`config.mk`:
```
export PLATFORM = sky130hd
export DESIGN_NAME = mem_port_arbiter
export DESIGN_NICKNAME = d
export VERILOG_FILES = /design/src/rtl/mem_port_arbiter.sv
export SDC_FILE = /design/constraint.sdc
export NUM_CORES = 1
export LEC_CHECK = 0
export CORE_MARGIN = 8
export CORE_UTILIZATION = 32
export DETAILED_ROUTE_END_ITERATION = 10
export DONT_BUFFER_PORTS = 1
export HOLD_SLACK_MARGIN = 0.06
export PLACE_DENSITY_LB_ADDON = 0.08
export REMOVE_ABC_BUFFERS = 1
export SLEW_MARGIN = 5
export SYNTH_ARGS = -nofsm -noshare
export SYNTH_HDL_FRONTEND = slang
export SYNTH_SLANG_ARGS = --single-unit
```
`constraint.sdc`:
```
create_clock -name clk -period 4.25 [get_ports clk]
set_clock_uncertainty 0.2 [all_clocks]
set_input_delay 0.85 -clock clk [delete_from_list [all_inputs] [get_ports clk]]
set_output_delay 0.85 -clock clk [all_outputs]
set_load 0.005 [all_outputs]
```
`src/rtl/mem_port_arbiter.sv`:
```
// Round-robin arbiter sharing one MOV/RW/MOC memory port between instruction fetch
// and data requesters; holds the access until MOC or timeout, then pulses the matching ack.
module mem_port_arbiter #(
    parameter int AW      = 32,
    parameter int DW      = 32,
    parameter int TIMEOUT = 16
) (
    input  logic          clk,
    input  logic          reset,
    input  logic          if_req,
    input  logic [AW-1:0] if_addr,
    input  logic          d_req,
    input  logic          d_rw,
    input  logic [AW-1:0] d_addr,
    input  logic [DW-1:0] d_wdata,
    input  logic [1:0]    d_size,
    input  logic          MOC,
    input  logic [DW-1:0] mem_rdata,
    output logic          MOV,
    output logic          RW,
    output logic [AW-1:0] mem_addr,
    output logic [DW-1:0] mem_wdata,
    output logic [1:0]    mem_size,
    output logic          if_ack,
    output logic          d_ack,
    output logic [DW-1:0] rdata,
    output logic          err,
    output logic          busy
);

    // state  | meaning
    // IDLE   | no access in flight, arbitrate between requesters
    // ACCESS | MOV high, address/data/size/RW held, waiting for MOC or timeout
    // RESP   | one-cycle ack pulse to the granted requester
    typedef enum logic [1:0] {
        ST_IDLE   = 2'd0,
        ST_ACCESS = 2'd1,
        ST_RESP   = 2'd2
    } state_t;

    localparam int CW = (TIMEOUT < 1) ? 1 : $clog2(TIMEOUT + 1);
    localparam logic [CW-1:0] CNT_LAST = CW'((TIMEOUT == 0) ? 0 : TIMEOUT - 1);
    localparam logic [1:0] SIZE_WORD = 2'b10;

    state_t          state_q;
    logic            mov_q;
    logic            rw_q;
    logic [AW-1:0]   addr_q;
    logic [DW-1:0]   wdata_q;
    logic [1:0]      size_q;
    logic            if_ack_q;
    logic            d_ack_q;
    logic [DW-1:0]   rdata_q;
    logic            err_q;
    logic            busy_q;
    logic            last_d_q;
    logic            gnt_d_q;
    logic [CW-1:0]   cnt_q;

    logic            req_any_d;
    logic            pick_d_d;
    logic            timeout_hit_d;

    // Contested grants go to whichever side was not served last.
    always_comb begin
        req_any_d     = if_req | d_req;
        pick_d_d      = d_req & (~if_req | ~last_d_q);
        timeout_hit_d = (TIMEOUT != 0) && (cnt_q == CNT_LAST);
    end

    always_ff @(posedge clk) begin
        if (reset) begin
            state_q  <= ST_IDLE;
            mov_q    <= 1'b0;
            rw_q     <= 1'b1;
            addr_q   <= '0;
            wdata_q  <= '0;
            size_q   <= SIZE_WORD;
            if_ack_q <= 1'b0;
            d_ack_q  <= 1'b0;
            rdata_q  <= '0;
            err_q    <= 1'b0;
            busy_q   <= 1'b0;
            last_d_q <= 1'b1;
            gnt_d_q  <= 1'b0;
            cnt_q    <= '0;
        end else begin
            case (state_q)
                ST_IDLE: begin
                    if_ack_q <= 1'b0;
                    d_ack_q  <= 1'b0;
                    if (req_any_d) begin
                        state_q  <= ST_ACCESS;
                        mov_q    <= 1'b1;
                        busy_q   <= 1'b1;
                        cnt_q    <= '0;
                        gnt_d_q  <= pick_d_d;
                        last_d_q <= pick_d_d;
                        if (pick_d_d) begin
                            rw_q    <= d_rw;
                            addr_q  <= d_addr;
                            wdata_q <= d_wdata;
                            size_q  <= d_size;
                        end else begin
                            // Fetches are always word reads; store data is left as-is.
                            rw_q    <= 1'b1;
                            addr_q  <= if_addr;
                            size_q  <= SIZE_WORD;
                        end
                    end
                end
                ST_ACCESS: begin
                    cnt_q <= cnt_q + CW'(1);
                    if (MOC || timeout_hit_d) begin
                        state_q  <= ST_RESP;
                        mov_q    <= 1'b0;
                        if_ack_q <= ~gnt_d_q;
                        d_ack_q  <= gnt_d_q;
                        err_q    <= ~MOC;
                        if (MOC && rw_q) begin
                            rdata_q <= mem_rdata;
                        end
                    end
                end
                ST_RESP: begin
                    state_q  <= ST_IDLE;
                    if_ack_q <= 1'b0;
                    d_ack_q  <= 1'b0;
                    busy_q   <= 1'b0;
                end
                default: begin
                    state_q  <= ST_IDLE;
                    mov_q    <= 1'b0;
                    if_ack_q <= 1'b0;
                    d_ack_q  <= 1'b0;
                    busy_q   <= 1'b0;
                end
            endcase
        end
    end

    assign MOV       = mov_q;
    assign RW        = rw_q;
    assign mem_addr  = addr_q;
    assign mem_wdata = wdata_q;
    assign mem_size  = size_q;
    assign if_ack    = if_ack_q;
    assign d_ack     = d_ack_q;
    assign rdata     = rdata_q;
    assign err       = err_q;
    assign busy      = busy_q;

endmodule
```
Yosys cells after proc, flatten, opt, wreduce, memory -nomap -nowiden
Cells that the tools add are included.

cells by class
  $add $sub $neg = 1
  multiply operators = 0
  div/mod/pow operators = 0
  magnitude comparators = 0
  equality and inequality tests = 5
  shift-type cells = 0
  muxes and demuxes = 12
  bitwise logic cells = 9
  reduce and logical (&&, ||, !) cells = 13

operator list
  operator                                        count
  2-to-1 mux 32 bit                               1
  one-hot mux 5 bit (2 select lines)              1
  AND reduction 2 bit                             5
  AND reduction 3 bit                             3
  2-to-1 mux 2 bit                                3
  inverter 1 bit                                  6
  adder 5 x 1 -> 5 bit (second input constant)    1
  == test 5 x 4 -> 1 bit (second input constant)  1
  2-to-1 mux 5 bit                                1
  inequality test 2 bit (second input constant)   2
  one-hot mux 2 bit (2 select lines)              1
  2-to-1 mux 1 bit                                3
  one-hot mux 1 bit (3 select lines)              1
  == test 2 x 1 -> 1 bit (second input constant)  1
  == test 2 bit (second input constant)           1
  logical NOT 2 bit                               1
  OR 1 bit                                        2
  one-hot mux 1 bit (2 select lines)              1
  nonzero test 2 bit                              1
  OR reduction 2 bit                              1
  bitwise AND 1 bit                               1
  logical AND 1 bit                               1
  logical OR 1 bit                                1

word-level totals
  register bits = 113
  bits in latches = 0
  memory bits (writable) = 0
  ROM bits = 0
  output and inout port bits = 104
  logic and storage cells = 54
  memories = 0

Depth between registers and ports, before layout
Gate-level depths: netlist of run 1.

  depth in word-level cells = 4
  gate-level depth with buffers = 6

Worst setup path after synthesis of run 1
OpenSTA, ideal clock, no wires.

  path kind = input port to flip-flop
  start point = input port if_req
  end point = register addr_q[12] (netlist: mem_addr[12])
  setup time = 141 ps
  arrival = 1645 ps
  data required time = 3909 ps
  slack = 2264 ps
  stages on the path = 5
  buffers on the path = 2
  cell sequence = or2_2 buf_2 buf_2 a21oi_1 a311oi_2

on the way
  word-level cells in the longest chain between the ends = 4
  elaborated cells on any way between the ends = 6

RTL lines
  what                  RTL line  source
  from (decl)           10        input logic if_req,
  inverter 1 bit        67        pick_d_d = d_req & (~if_req | ~last_d_q);
  OR 1 bit              67
  bitwise AND 1 bit     67
  2-to-1 mux 32 bit     99        if (pick_d_d) begin
  to (signal assigned)  101       addr_q <= d_addr;
  to (signal assigned)  107       addr_q <= if_addr;
  to (decl)             48        logic [AW-1:0] addr_q;

Parallel ways exist; a longest one is shown, timed or not.
A chain may end at the register's enable or synchronous reset.

Worst setup path in the final report of run 1
  start point = register state_q[1]
  end point = register addr_q[6] (netlist: mem_addr[6])

on the way
  word-level cells in the longest chain between the ends = 2

RTL lines
  what                           RTL line  source
  from (decl)                    45        state_t state_q;
  from (signal assigned)         73        state_q <= ST_IDLE;
  from (signal assigned)         93        state_q <= ST_ACCESS;
  from (signal assigned)         115       state_q <= ST_RESP;
  logical NOT 2 bit              88        case (state_q)
  AND reduction 2 bit (no line)  --

Every way passes these cells.

==> impl_metrics.csv, run 1 <==
group,metric,value,unit
status,status,"completed",
cts,ctsHtreeMaxLevel,4,
synthesis,ys_seq_area_share,49.60,%
hold_path,min_path_type,"flop to flop",
sta,max_clock_freq,0.4385,GHz
sta,setup-tns-final,0,ns
cts,worstSkewPairLatency,0.41,ns
pwr,vdd_drop_max,0.2515,mV
finish,multiInputGateArea,2024,um2
synthesis,ys_types,37,
synthesis,yosys_warnings,0,
finish,drive_gt1_share,9.363,%
floorplanning,io_pins,240,
grt,grt_pass1_vias,3869,
grt,grt_usage,15.67,%
cts,cts-root-buf,"clkbuf_16",
floorplanning,fp.dieH,135.4,um
grt,grt-ovfl-total,0,
routing,drc,0,
synthesis,netlist_area,4561,um2
sta,maxSlewViolCount,0,
pwr,p_per_area,568.7,nW/um2
sta,fin_hold_ws,0.2766,ns
worst_setup_path,ff2ff_path_depth,4,
grt,grt_pass1_wl,22230,um
finish,final_common_cell,"nand2_1",
worst_setup_path,worst-setup-path-type,"flop to flop",
finish,layout_common_cells,"nand2_1 (133), dfxtp_1 (113), a21oi_1 (107), o21ai_0 (35), nand3_1 (34)",
hold_path,hold_depth,2,
routing,wl_per_cell,20.86,um
place,portBuffers,0,
grt,grt_max_degree,117,
synthesis,ys_async_sr_fraction,0,%
cts,cts_tree,"built",
worst_setup_path,end_kind,"flop",
worst_setup_path,regToRegStartpoint,"state_q[1]",
floorplanning,die-area,18330,um2
synthesis,postSynthAreaPerCell,8.262,um2
finish,syn_to_final_growth,13.33,%
hold_path,min_from,"rdata[19]",
job,max_cap_viol_count,0,
finish,fin_util,37.24,%
floorplanning,die_w,135.4,um
cts,numCtsBuffers,17,
cts,clock_path_buffers,2,
worst_setup_path,r2r-end,"mem_addr[6]",
worst_setup_path,cp-start-kind,"flop",
routing,drt_iter0_markers,257,
hold_path,min_delay_worst_endpoint,"rdata[19]",
worst_setup_path,cp.required,4.37,ns
sta,finalHoldViolCount,0,
floorplanning,fp-row-count,43,
finish,seqCellArea,2262,um2
sta,rsz0062_at_grt,"false",
synthesis,ys_seq_elements,113,
worst_setup_path,r2r_setup_slack,1.97,ns
floorplanning,initial_core_util,32.86,%
place,gp_congestion,0.6927,
sta,worstMarginPinSlew,1.108,ns
synthesis,syn_inst,552,
routing,wirelength,14890,um
worst_setup_path,arrival,2.40,ns
place,hpwl,10010,um
finish,fillCellCount,1433,
routing,vias,3961,
sta,setup_viol,0,
worst_setup_path,cp_max_fo,39,
cts,cts_hold_buf,0,
sta,min_period,2.281,ns
floorplanning,core-area,13880,um2
sta,layout_worst_path_cycle_share,53.66,%
synthesis,synth_top_flop_cell,"dfxtp_1",
sta,max_slew_margin,26.06,%
finish,fin_nets,659,
synthesis,synth_edf_count,0,
cts,cts_resized,0,
cts,postCtsSetupRepairBufs,0,
pwr,p_leak,0.001788,uW
routing,first_pass_iters,4,
finish,antenna_cells,0,
cts,clock_sinks,113,
grt,antenna_found_initial,0,
routing,drtAntennaViolNets,0,
pwr,p_total,2939,uW
cts,clkTransAtPathRegs,0.05,ns
routing,vias_per_cell,5.548,
sequential cells by signal, summed over array words and instances, names as in the netlist, 2 cells and up:
register,count
rdata,32
cnt_q,5
mem_addr,32
state_q,2
mem_size,2
mem_wdata,32
cell type report:
class	count	share of cell area (%)
Clock buffer	22	9.368
Clock inverter	10	2.542
Inverter	1	0.07262
Multi-Input combinational cell	383	39.17
Sequential cell	113	43.77
Tap cell	180	4.357
Timing Repair Buffer	5	0.7262
per-stage QoR:
stage / std cells / setup WS, ns / area [um2]
2_1_floorplan: 497 / 1.333 / 4278
6_report: 714 / 1.969 / 5169
3_3_place_gp: 682 / 1.578 / 4553
4_1_cts: 714 / 1.978 / 5169
3_5_place_dp: 682 / 1.550 / 4553
5_1_grt: 714 / 1.782 / 5169
worst max-delay path by stage:
stage,start,endpoint,slack (ns)
floorplan,d_req,mem_addr[12],1.33
global placement,d_req,mem_wdata[15],1.58
detailed placement,d_req,mem_wdata[0],1.55
CTS,state_q[1],mem_addr[6],1.98
global route,state_q[1],mem_addr[6],1.78
finish,state_q[1],mem_addr[6],1.97
Yosys cell counts (2+ instances only):
master	n	area (um2)
buf_1	2	7.510
buf_4	6	45.04
a311oi_1	23	201.4
clkbuf_2	2	10.01
dfxtp_1	113	2262
nor3_1	3	15.01
clkbuf_1	19	71.32
o211ai_1	4	30.03
nand2b_1	5	31.28
buf_6	3	33.78
buf_2	23	115.1
o31ai_1	2	15.01
nor2_1	6	22.52
o21ai_0	35	175.2
nand3b_1	2	15.01
a211oi_1	2	15.01
nand2_1	133	499.2
ha_1	2	25.02
a21oi_1	107	535.5
a311oi_2	9	135.1
nand3_1	34	170.2
nor4_1	2	12.51
per-layer routing:
metal | track usage [%] | wire length [um] | vias to the layer above | part of all wire [%]
met1 | 17.50 | 5717 | 1857 | 38
met3 | 9.236 | 1988 | 22 | 13
met4 | 7.156 | 318 | 0 | 2.1
met2 | 23.55 | 6870 | 203 | 46
li1 | - | - | 1879 | -
met5 | 0 | 0 | - | 0
worst max-delay path: stages (launching register included):
cell and delay (ns):
dfxtp_1 0.38, nor2_4 0.75, buf_4 0.47, a21oi_1 0.11, a311oi_1 0.24
power breakdown:
part           internal, uW  total, uW  switching [uW]
clock network           979       1480             499
logic                  86.3        254             168
registers              1140       1210            68.9
cell families after synthesis:
group	after synthesis	synth area share, %
AND/OR/NAND/NOR	194	18.30
AO/OA/AOI/OAI	187	25.27
flip-flops	113	49.60
buffers and inverters	56	6.282
adder cells (fa/ha/maj)	2	0.5486
Power figures use the tool's default switching activity.
==> run 2, diff against run 1 <==
Clock period 4.25 ns to 2.3 ns, I/O delays scaled along.
==> run 2 against run 1 <==
  * Wire length up 9.0%
  * Critical path type unchanged
  * Register-to-register slack worse by 1.9 ns
  * Highest routed layer unchanged
  * Combinational power rose to 3.1 times the previous value
  * Fmax up 2.3%
  * Count of clock-buffer cells in the layout up 4
  * Global-route usage up 1.5 points
  * Sequential cell count unchanged
  * Largest power group unchanged
  * Sequential power up 85%
  * Final area up 24%
==> impl_metrics.csv, run 2 (synthesized netlist as in run 1, its figures left out) <==
group,metric,value,unit
status,status,"completed",
sta,min_period,2.230,ns
routing,drtAntennaViolNets,0,
routing,vias_per_cell,5.269,
worst_setup_path,r2r-end,"MOV",
hold_path,min_path_type,"primary input to flop",
cts,worstSkewPairLatency,0.41,ns
sta,worstMarginPinSlew,0.6915,ns
hold_path,hold_depth,2,
grt,grt_max_degree,85,
worst_setup_path,cp_max_fo,5,
pwr,p_per_area,854.1,nW/um2
floorplanning,io_pins,240,
floorplanning,core-area,13880,um2
sta,max_slew_margin,53.90,%
worst_setup_path,end_kind,"flop",
finish,fillCellCount,1331,
cts,clock_path_buffers,2,
pwr,vdd_drop_max,0.4401,mV
cts,cts-root-buf,"clkbuf_16",
hold_path,min_delay_worst_endpoint,"mem_addr[6]",
worst_setup_path,arrival,2.39,ns
place,gp_congestion,0.7030,
worst_setup_path,regToRegStartpoint,"cnt_q[0]",
worst_setup_path,worst-setup-path-type,"flop to flop",
floorplanning,die_w,135.4,um
worst_setup_path,ff2ff_path_depth,6,
finish,instances_no_fill,835,
grt,grt_usage,17.15,%
place,hpwl,10110,um
routing,wl_per_cell,19.43,um
job,max_cap_viol_count,0,
routing,first_pass_iters,4,
worst_setup_path,cp-start-kind,"flop",
grt,grt_pass1_vias,4524,
worst_setup_path,r2r_setup_slack,0.07,ns
finish,syn_to_final_growth,40.99,%
floorplanning,initial_core_util,32.86,%
routing,wirelength,16230,um
routing,vias,4400,
pwr,p_leak,0.002385,uW
grt,antenna_found_initial,0,
cts,clkTransAtPathRegs,0.05,ns
cts,clock_sinks,113,
floorplanning,die-area,18330,um2
floorplanning,fp-row-count,43,
grt,grt_pass1_wl,24710,um
grt,grt-ovfl-total,0,
cts,numCtsBuffers,17,
routing,drc,0,
sta,setup_viol,0,
routing,drt_iter0_markers,215,
sta,max_clock_freq,0.4484,GHz
sta,finalHoldViolCount,0,
finish,fin_nets,781,
place,place_area,4646,um2
floorplanning,fp.dieH,135.4,um
sta,maxSlewViolCount,0,
finish,layout_common_cells,"nand2_1 (133), dfxtp_1 (113), dlygate4sd3_1 (112), a21oi_1 (107), o21ai_0 (35)",
worst_setup_path,cp.required,2.45,ns
finish,antenna_cells,0,
sta,rsz0062_at_grt,"false",
finish,drive_gt1_share,8.702,%
place,portBuffers,0,
finish,final_common_cell,"nand2_1",
sta,layout_worst_path_cycle_share,96.97,%
place,place_inst,686,
hold_path,min_from,"d_addr[6]",
finish,post-route-cell-area,6430,um2
cts,cts_tree,"built",
cts,ctsHtreeMaxLevel,4,
[run 2: critical path: stages (launching register included)]
cell and delay [ns]:
dfxtp_1 0.33, ha_1 0.22, and3_1 0.19, ha_1 0.24
o31a_1 0.30, nor3_1 0.12, dlygate4sd3_1 0.56
[run 2: metrics by stage]
step | setup TNS [ns] | utilization (%) | hold WS, ns | worst slack [ns] | power, uW
final | 0 | 46.32 | 0.08996 | 0.06961 | 5492
after global routing | 0 | 46.32 | 0.06061 | 0.003318 | 5738
after CTS | 0 | 45.72 | 0.06587 | 0.02638 | 5517
after detailed placement | 0 | 33.47 | 0.2697 | 0.3594 | 2791
after global placement | 0 | 33.47 | 0.2602 | 0.4076 | 2776
after floorplan | -8.767 | - | 0.2440 | -0.3289 | 2577
[run 2: cell type report]
type | instances | area (um2) | area share (%)
clock buffer | 26 | 499.2 | 7.764
clock inverter | 5 | 52.55 | 0.8173
inverter | 1 | 3.754 | 0.05838
multi-input combinational | 383 | 2036 | 31.66
sequential | 113 | 2262 | 35.18
tap | 180 | 225.2 | 3.503
timing repair buffer | 127 | 1351 | 21.02
[run 2: worst max path at each step]
stage	startpoint	endpoint	cells past startpoint
6_report	cnt_q[0]	MOV	6
3_3_place_gp	d_req	last_d_q	3
2_1_floorplan	state_q[1]	last_d_q	3
4_1_cts	state_q[1]	mem_addr[14]	5
3_5_place_dp	d_req	last_d_q	3
5_1_grt	last_d_q	mem_addr[23]	5
[run 2: timing repair]
action | in CTS | in global routing
setup endpoints to repair | 0 | 31
buffers inserted | 0 | 3
hold buffers | 113 | 0
hold endpoints to repair | 113 | 0
resized for setup | 0 | 3
[run 2: routing by layer]
layer	global-route usage, %	wire length, um
met5	0	0
met4	7.403	262
met3	9.273	1921
met2	26.66	7514
met1	19.08	6530
[run 2: power breakdown]
group / leakage [uW] / switching [uW] / internal, uW
clock: 0.000270 / 892 / 1590
combinational: 0.00119 / 390 / 388
sequential: 0.000926 / 131 / 2100
total: 0.00238 / 1410 / 4080
